==> src/rtl/reg_file_pkg.sv <==
// Shared widths and arbiter state encoding for the register-file arbiter slice.
package reg_file_pkg;
  localparam int REG_ADDR_W = 3;
  localparam int REG_DATA_W = 8;
  localparam int NUM_REGS   = 8;
  localparam int BURST_W    = 4;

  typedef enum logic [1:0] {
    IDLE = 2'd0,
    OWN0 = 2'd1,
    OWN1 = 2'd2
  } arb_state_t;
endpackage

==> src/rtl/rr_arb2.sv <==
// Two-way round-robin grant logic with last-winner pointer.
// Optional lock/burst hold enabled by REG_FILE_ARB_LOCK_EN.
//
// state | meaning
// IDLE  | no grant last cycle (pointer still remembers last winner)
// OWN0  | requester 0 was granted last cycle
// OWN1  | requester 1 was granted last cycle
module rr_arb2
  import reg_file_pkg::*;
#(
  parameter int MAX_BURST  = 4,
  parameter int RESET_PRIO = 0
) (
  input  logic clk,
  input  logic rst,
  input  logic req0,
  input  logic req1,
  input  logic lock0,
  input  logic lock1,
  output logic gnt0,
  output logic gnt1
);

  arb_state_t r_state;
  logic       r_ptr;
  logic       w_any;
  logic       w_pick1;

  // Both requesting: the one that did not win last time goes next.
  logic w_rr_pick1;
  assign w_rr_pick1 = req1 & (~req0 | ~r_ptr);

`ifdef REG_FILE_ARB_LOCK_EN
  localparam logic [BURST_W-1:0] MAX_CNT = BURST_W'(MAX_BURST);

  logic [BURST_W-1:0] r_burst;
  logic               w_hold0;
  logic               w_hold1;
  logic               w_same_owner;
  logic               w_win_lock;

  assign w_hold0 = (r_state == OWN0) && req0 && lock0 && (r_burst < MAX_CNT);
  assign w_hold1 = (r_state == OWN1) && req1 && lock1 && (r_burst < MAX_CNT);

  always_comb begin
    w_pick1 = w_rr_pick1;
    if (w_hold0)      w_pick1 = 1'b0;
    else if (w_hold1) w_pick1 = 1'b1;
  end

  assign w_same_owner = (gnt0 && (r_state == OWN0)) || (gnt1 && (r_state == OWN1));
  assign w_win_lock   = gnt1 ? lock1 : lock0;

  // Burst counter saturates at MAX_CNT so an uncontended owner keeps it there.
  always_ff @(posedge clk) begin
    if (rst) begin
      r_burst <= '0;
    end else if (gnt0 || gnt1) begin
      if (!w_win_lock)       r_burst <= '0;
      else if (!w_same_owner) r_burst <= BURST_W'(1);
      else if (r_burst != MAX_CNT) r_burst <= r_burst + BURST_W'(1);
    end else begin
      r_burst <= '0;
    end
  end
`else
  logic w_unused_lock;
  assign w_unused_lock = lock0 ^ lock1 ^ (MAX_BURST > 0);
  assign w_pick1 = w_rr_pick1;
`endif

  assign w_any = (req0 | req1) & ~rst;
  assign gnt1  = w_any & w_pick1;
  assign gnt0  = w_any & ~w_pick1;

  always_ff @(posedge clk) begin
    if (rst) begin
      r_ptr   <= (RESET_PRIO == 0);
      r_state <= IDLE;
    end else if (gnt0 || gnt1) begin
      r_ptr   <= gnt1;
      r_state <= gnt1 ? OWN1 : OWN0;
    end else begin
      r_state <= IDLE;
    end
  end

endmodule

==> src/rtl/reg_file_arbiter.sv <==
// Two-requester arbiter/sequencer for the 8x8 register file's rd0 and write ports.
// Lock/burst hold compiled in with REG_FILE_ARB_LOCK_EN.
module reg_file_arbiter
  import reg_file_pkg::*;
#(
  parameter int MAX_BURST  = 4,
  parameter int RESET_PRIO = 0
) (
  input  logic                  clk,
  input  logic                  rst,
  input  logic                  req0,
  input  logic                  we0,
  input  logic [REG_ADDR_W-1:0] addr0,
  input  logic [REG_DATA_W-1:0] wdata0,
  input  logic                  lock0,
  output logic                  gnt0,
  output logic                  rvalid0,
  output logic [REG_DATA_W-1:0] rdata0,
  input  logic                  req1,
  input  logic                  we1,
  input  logic [REG_ADDR_W-1:0] addr1,
  input  logic [REG_DATA_W-1:0] wdata1,
  input  logic                  lock1,
  output logic                  gnt1,
  output logic                  rvalid1,
  output logic [REG_DATA_W-1:0] rdata1,
  output logic [REG_ADDR_W-1:0] rf_rd0_addr,
  output logic [REG_ADDR_W-1:0] rf_wr_addr,
  output logic                  rf_wr_en,
  output logic [REG_DATA_W-1:0] rf_wr_data,
  input  logic [REG_DATA_W-1:0] rf_out0
);

  logic                  w_gnt0;
  logic                  w_gnt1;
  logic                  w_we;
  logic [REG_ADDR_W-1:0] w_addr;
  logic [REG_DATA_W-1:0] w_wdata;
  logic                  w_wr_go;
  logic                  w_rd_go;

  logic [REG_ADDR_W-1:0] r_rd_addr;
  logic [REG_ADDR_W-1:0] r_wr_addr;
  logic [REG_DATA_W-1:0] r_wr_data;
  logic                  r_pend0;
  logic                  r_pend1;

  rr_arb2 #(
    .MAX_BURST (MAX_BURST),
    .RESET_PRIO(RESET_PRIO)
  ) u_arb (
    .clk  (clk),
    .rst  (rst),
    .req0 (req0),
    .req1 (req1),
    .lock0(lock0),
    .lock1(lock1),
    .gnt0 (w_gnt0),
    .gnt1 (w_gnt1)
  );

  assign gnt0 = w_gnt0;
  assign gnt1 = w_gnt1;

  assign w_we    = w_gnt1 ? we1    : we0;
  assign w_addr  = w_gnt1 ? addr1  : addr0;
  assign w_wdata = w_gnt1 ? wdata1 : wdata0;
  assign w_wr_go = (w_gnt0 | w_gnt1) & w_we;
  assign w_rd_go = (w_gnt0 | w_gnt1) & ~w_we;

  // File-side lines follow the winner in the grant cycle, otherwise hold.
  assign rf_wr_en    = w_wr_go;
  assign rf_rd0_addr = rst ? '0 : (w_rd_go ? w_addr  : r_rd_addr);
  assign rf_wr_addr  = rst ? '0 : (w_wr_go ? w_addr  : r_wr_addr);
  assign rf_wr_data  = rst ? '0 : (w_wr_go ? w_wdata : r_wr_data);

  always_ff @(posedge clk) begin
    if (rst) begin
      r_rd_addr <= '0;
      r_wr_addr <= '0;
      r_wr_data <= '0;
      r_pend0   <= 1'b0;
      r_pend1   <= 1'b0;
    end else begin
      if (w_rd_go) r_rd_addr <= w_addr;
      if (w_wr_go) begin
        r_wr_addr <= w_addr;
        r_wr_data <= w_wdata;
      end
      r_pend0 <= w_gnt0 & ~we0;
      r_pend1 <= w_gnt1 & ~we1;
    end
  end

  assign rvalid0 = r_pend0;
  assign rvalid1 = r_pend1;
  assign rdata0  = r_pend0 ? rf_out0 : '0;
  assign rdata1  = r_pend1 ? rf_out0 : '0;

endmodule

==> config.mk <==
export PLATFORM = sky130hd
export DESIGN_NAME = reg_file_arbiter
export DESIGN_NICKNAME = d
export VERILOG_FILES = /design/src/rtl/reg_file_pkg.sv /design/src/rtl/rr_arb2.sv /design/src/rtl/reg_file_arbiter.sv
export SDC_FILE = /design/constraint.sdc
export NUM_CORES = 1
export LEC_CHECK = 0
export CORE_UTILIZATION = 40
export DETAILED_ROUTE_END_ITERATION = 10
export DONT_BUFFER_PORTS = 1
export PLACE_DENSITY_LB_ADDON = 0.25
export SLEW_MARGIN = 10
export SYNTH_ARGS = -nofsm -noshare
export SYNTH_HDL_FRONTEND = slang
export SYNTH_SLANG_ARGS = --single-unit
==> constraint.sdc <==
create_clock -name clk -period 1.59 [get_ports clk]
set_input_delay 0.318 -clock clk [delete_from_list [all_inputs] [get_ports clk]]
set_output_delay 0.318 -clock clk [all_outputs]
set_load 0.05 [all_outputs]
==> run summary, run 1 <==
The run stopped with a tool error. It got as far as clock tree synthesis (4_1_cts) and failed there. The tool reported: "[ERROR DPL-0038] Utilization greater than 100%, impossible to legalize". The hold-fix buffer count after cts came out at 0. The clock passes through at most 2 buffers.

CTS built an H-tree with a depth of 1. Of all cell types, the one taking the most synthesized area is dfxtp_1. The final HPWL from detailed placement came out at 2400 um. Summing all placed instances gives a cell area of 1680 um^2. The die is 47.2 um tall. The CTS buffer count came out at 3. The synthesized area per cell is 9.95 um^2. At the placement stage, the worst setup path has a slack of -0.302 ns.

The congestion estimate from routability-driven global placement came to 0.767. The Yosys warning count is 0. The die is 47.2 um wide.

Counting every instance in the synthesized netlist gives 82. The number of buffer cells added on primary ports is 0. After floorplanning, the core was divided into 15 placement rows. The fraction of post-synthesis cell area in the top cell type by area is 41.7%. The initial cell density of the core is 44.8%. The buffer cell driving the clock tree root is clkbuf_4. 73 I/O pins were placed. The buffers inserted during post-CTS setup optimization came out at 2. The synthesized netlist contains 19 unique library cells. The share of the yosys chip area belonging to registers came out at 41.7%. The number of resized instances in the post-cts repair step is 24. The net count after synthesis is 120. After synthesis the netlist holds a flip-flop and latch count of 17.

The number of sinks driven by the clock tree is 17. The total standard cell area after synthesis is 816 um^2. After synthesis, the cell types taking the most area are dfxtp_1 (42%), mux2i_1 (13%), and2_1 (13%), o2bb2ai_1 (13%), a211oi_1 (2.8%).
-- per-stage QoR --
step	cells	hold slack (ns)	util [%]
after detailed placement	141	0.399	92.1
after global placement	141	0.398	92.1
after floorplan	82	0.396	-
-- cell usage after synthesis, drive strengths merged --
cell type,count
or2,1
nand2b,2
inv,1
dfxtp,17
a21bo,1
nor2,5
o2bb2ai,12
buf,3
nor3,2
nor2b,2
nand2,2
a32oi,1
and2,17
o21ai,1
a211oi,3
clkbuf,1
mux2i,11
-- cells by family after synthesis --
kind of cell	synth area share, %
compound gates	18.6
buf+inv	3.99
mux	13.5
simple gates	22.2
flops	41.7
==> run 2: changes to the inputs <==
- CORE_AREA: unset -> 2 2 63 65
- CORE_UTILIZATION: 40 -> unset
- DIE_AREA: unset -> 0 0 65 67
- PLACE_DENSITY_LB_ADDON: 0.25 -> 0.15
==> run 2 against run 1 <==
The flow now finishes, with violations (negative setup slack). Synthesized cell count did not move. Synthesized area did not move.
==> run summary, run 2 <==
Of all nets on the critical path, the largest fanout is 5. The initial detailed-routing violation count came out at 17. In the final design database the tool counted 159 nets. The slack of the critical path is -0.456 ns.

The max capacitance violation total is 0. The total standard cell area after synthesis came out at 816 um^2. In this run the core area contains 22 standard-cell rows. The power share of the combinational group came out at 41.0%. The tightest min-delay check is of the input port to register type. The die is 65 um wide. The number of antenna diodes in the final layout is 0.

The register with the most flip-flops in the layout has 8 of them. The startpoint identified for the worst hold timing path is we0. The wire length per cell after detailed routing came out at 17.4 um. For this run, the leading register cell type out of synthesis is dfxtp_1.

The worst-skew pair later-pin latency is 0.25 ns. The final routed wirelength across all metal layers is 2920 um. After global routing the overflow that remains totals 0. The number of antenna violations at the first check in global routing is 0.

The number of cell instances on the worst register-to-register path is 5. In this run the clock root is driven by a clkbuf_8. Of the cells placed in the final design, the portion with a size suffix greater than 1 is 65.0%. Static timing analysis puts the maximum clock frequency at 489 MHz.

The Yosys warning count came out at 0. In the post-synthesis netlist, the biggest area contributors are dfxtp_1 (42%), mux2i_1 (13%), and2_1 (13%), o2bb2ai_1 (13%), a211oi_1 (2.8%). The placed instance count is 161. The run finished, with violations left. The share of the cycle needed by the critical path after routing came out at 129%.

The leakage dissipation is 0.697 nW. The synthesized design devotes to its leading area cell type 41.7% of total area. The final count of pins violating max slew is 0.

The global placement routability congestion came out at 0.672. The share of the yosys chip area belonging to registers came out at 41.7%. The number of iterations in the first detailed-routing pass came out at 2. TritonCTS built the clock tree.

The top cell type by total area after synthesis is dfxtp_1. The final HPWL from detailed placement came out at 2170 um. The largest registers in the layout are r_wr_data: 8 flops, r_rd_addr: 3 flops, r_wr_addr: 3 flops. The depth of the worst hold-timing path came out at 1. The power density over cell area is 692 nW/um^2.

The number of hold-slack violations in the final timing report came out at 0. CTS built an H-tree with a depth of 1. The number of nets still failing antenna checks after routing is 0.

The part of the power in the clock network came out at 23.8%. The number of global-route vias before repair is 797. The minimum clock period after layout came out at 2.05 ns. The cell-internal power came out at 893 uW.

The number of distinct library cell variants in the gate-level netlist after synthesis is 19. The number of DRC violations after detailed routing came out at 0. The endpoint arrival time on the critical path came out at 1.73 ns. The area inside the core boundary came out at 3610 um^2. The synthesized area per cell came out at 9.95 um^2.

The worst setup path is captured at an output pin. The number of primary I/O pins is 73. The number of sinks driven by the clock tree is 17.

The floorplan step set the die height to 67 um. The setup violation total in the final timing report came out at 23. At the worst endpoint, the required time is 1.27 ns. The initial cell density of the core came out at 22.6%. Synthesis produced 82 cells.

STA classifies the critical path startpoint as a register. The worst register-to-register path ends at r_wr_addr[2]. Counting flops with an async set or reset pin after synthesis yields a share of 0%. The count of vias placed by the detailed router is 791. The global router's overall resource usage is 12.8%.

The number of vias per cell is 4.71. The design draws 1.37 mW. The maximum number of pins on one net before global-route repair came out at 12.

The startpoint identified for the worst register-to-register timing path is u_arb.r_ptr. Leaving out fill and tap cells, the most frequent cells in the layout are buf_12 (25), and2_1 (17), dfxtp_1 (16). After clock tree synthesis, the clock-pin slew on the worst setup and hold paths is 0.07 ns. The first global-routing pass estimated 4170 um of wire. The transition time at the pin with the least slew margin came out at 0.640 ns. VDD sags by at most 0.363 mV. The net switching power figure is 475 uW.

The final worst clock skew came out at 0.000809 ns. The number of buffers between clock root and the deepest sink came out at 2. The max-slew headroom at the worst pin is 57.2%. The non-filler instance count after layout came out at 168. After synthesis, the most frequently instantiated cells are and2_1 (17), dfxtp_1 (17), o2bb2ai_1 (12). The growth of design area from synthesis to finish came out at 142%.

Leaving out fill and tap cells, the most frequent cell in the layout is buf_12. The CTS buffer count is 3. The register bank with the most flops is r_wr_data.

The share of power burned in registers is 35.2%. The worst hold path terminates at rvalid0. Setup repair after global routing could not meet its margin everywhere. The total negative slack came out at -6.62 ns. The synthesized design contains 0 enable-type register cells. By startpoint and endpoint, the worst setup path is classified as register to output pin. The checks that failed: negative setup slack. The worst hold margin came out at 0.135 ns.

The net count after synthesis came out at 120. The setup slack on the worst flop-to-flop path came out at -0.05 ns. The fraction of power spent switching nets came out at 34.7%.

The number of buffer cells added on primary ports is 0. After synthesis the netlist holds a flip-flop and latch count of 17. The area of the die came out at 4360 um^2.

The worst-case setup slack after placement is -0.280 ns.
-- run 2: cell counts after synthesis --
No cell type changed its count.
-- run 2: through the flow --
| stage | cell area (um^2) | util (%) |
|---|---|---|
| finish | 1980 | 54.8 |
| global route | 1980 | 54.8 |
| CTS | 1850 | 51.4 |
| detailed placement | 1700 | 47.0 |
| global placement | 1700 | 47.0 |
| floorplan | 1110 | - |
-- run 2: timing repair --
| item | 4_1_cts | 5_1_grt |
|---|---|---|
| setup endpoints to repair | 28 | 27 |
| hold buffers | 0 | 0 |
| buffers inserted | 3 | 0 |
| resized for setup | 20 | 13 |
| gates cloned | 0 | 2 |
| pin swaps | 6 | 8 |
-- run 2: how the worst max path moves through the flow --
| stage | from | to | slack, ns |
|---|---|---|---|
| 2_1_floorplan | req1 | rf_rd0_addr[0] | -0.28 |
| 3_3_place_gp | u_arb.r_ptr | rf_rd0_addr[1] | -0.25 |
| 3_5_place_dp | u_arb.r_ptr | rf_rd0_addr[1] | -0.28 |
| 4_1_cts | u_arb.r_ptr | rf_rd0_addr[2] | -0.47 |
| 5_1_grt | u_arb.r_ptr | rf_rd0_addr[1] | -0.52 |
| 6_report | u_arb.r_ptr | rf_rd0_addr[1] | -0.46 |
-- run 2: power by group through the flow --
stage                     Sequential [mW]  Clock, mW  Combinational, mW
after CTS                           0.481      0.330              0.526
after floorplan                     0.493          0              0.343
after global routing                0.484      0.355              0.583
after detailed placement            0.490          0              0.492
after global placement              0.489          0              0.486
final                               0.481      0.325              0.561
-- run 2: final cells by class --
cell class	count	area [um^2]
multi-input cells	60	863
clock buffers	4	45.0
flip-flops and latches	17	342
fillers	303	1630
inverters	1	7.51
well taps	48	60.1
repair buffers	38	659
-- run 2: routing by layer --
layer	vias to the layer above	track usage [%]	share of wire [%]
met5	-	0	0
met4	0	5.59	1.8
met3	4	3.21	8.0
met2	35	23.2	55
met1	379	14.1	35
li1	373	-	-
-- run 2: logic make-up (layout without fill, tap and decap cells) --
group,after synthesis,after routing,synth area share [%]
AND/OR/NAND/NOR,31,31,22.2
flip-flops,17,17,41.7
buffers and inverters,5,43,3.99
multiplexers,11,11,13.5
AO/OA/AOI/OAI,18,18,18.6
-- run 2: critical path: stages (launching register included) --
cell and delay (ns):
dfxtp_2 0.34, a21bo_4 0.24, nor2_4 0.16, buf_12 0.16, mux2i_4 0.30, a211oi_4 0.11
buf_12 0.16
No activity file was read; power rests on OpenSTA's default activity.
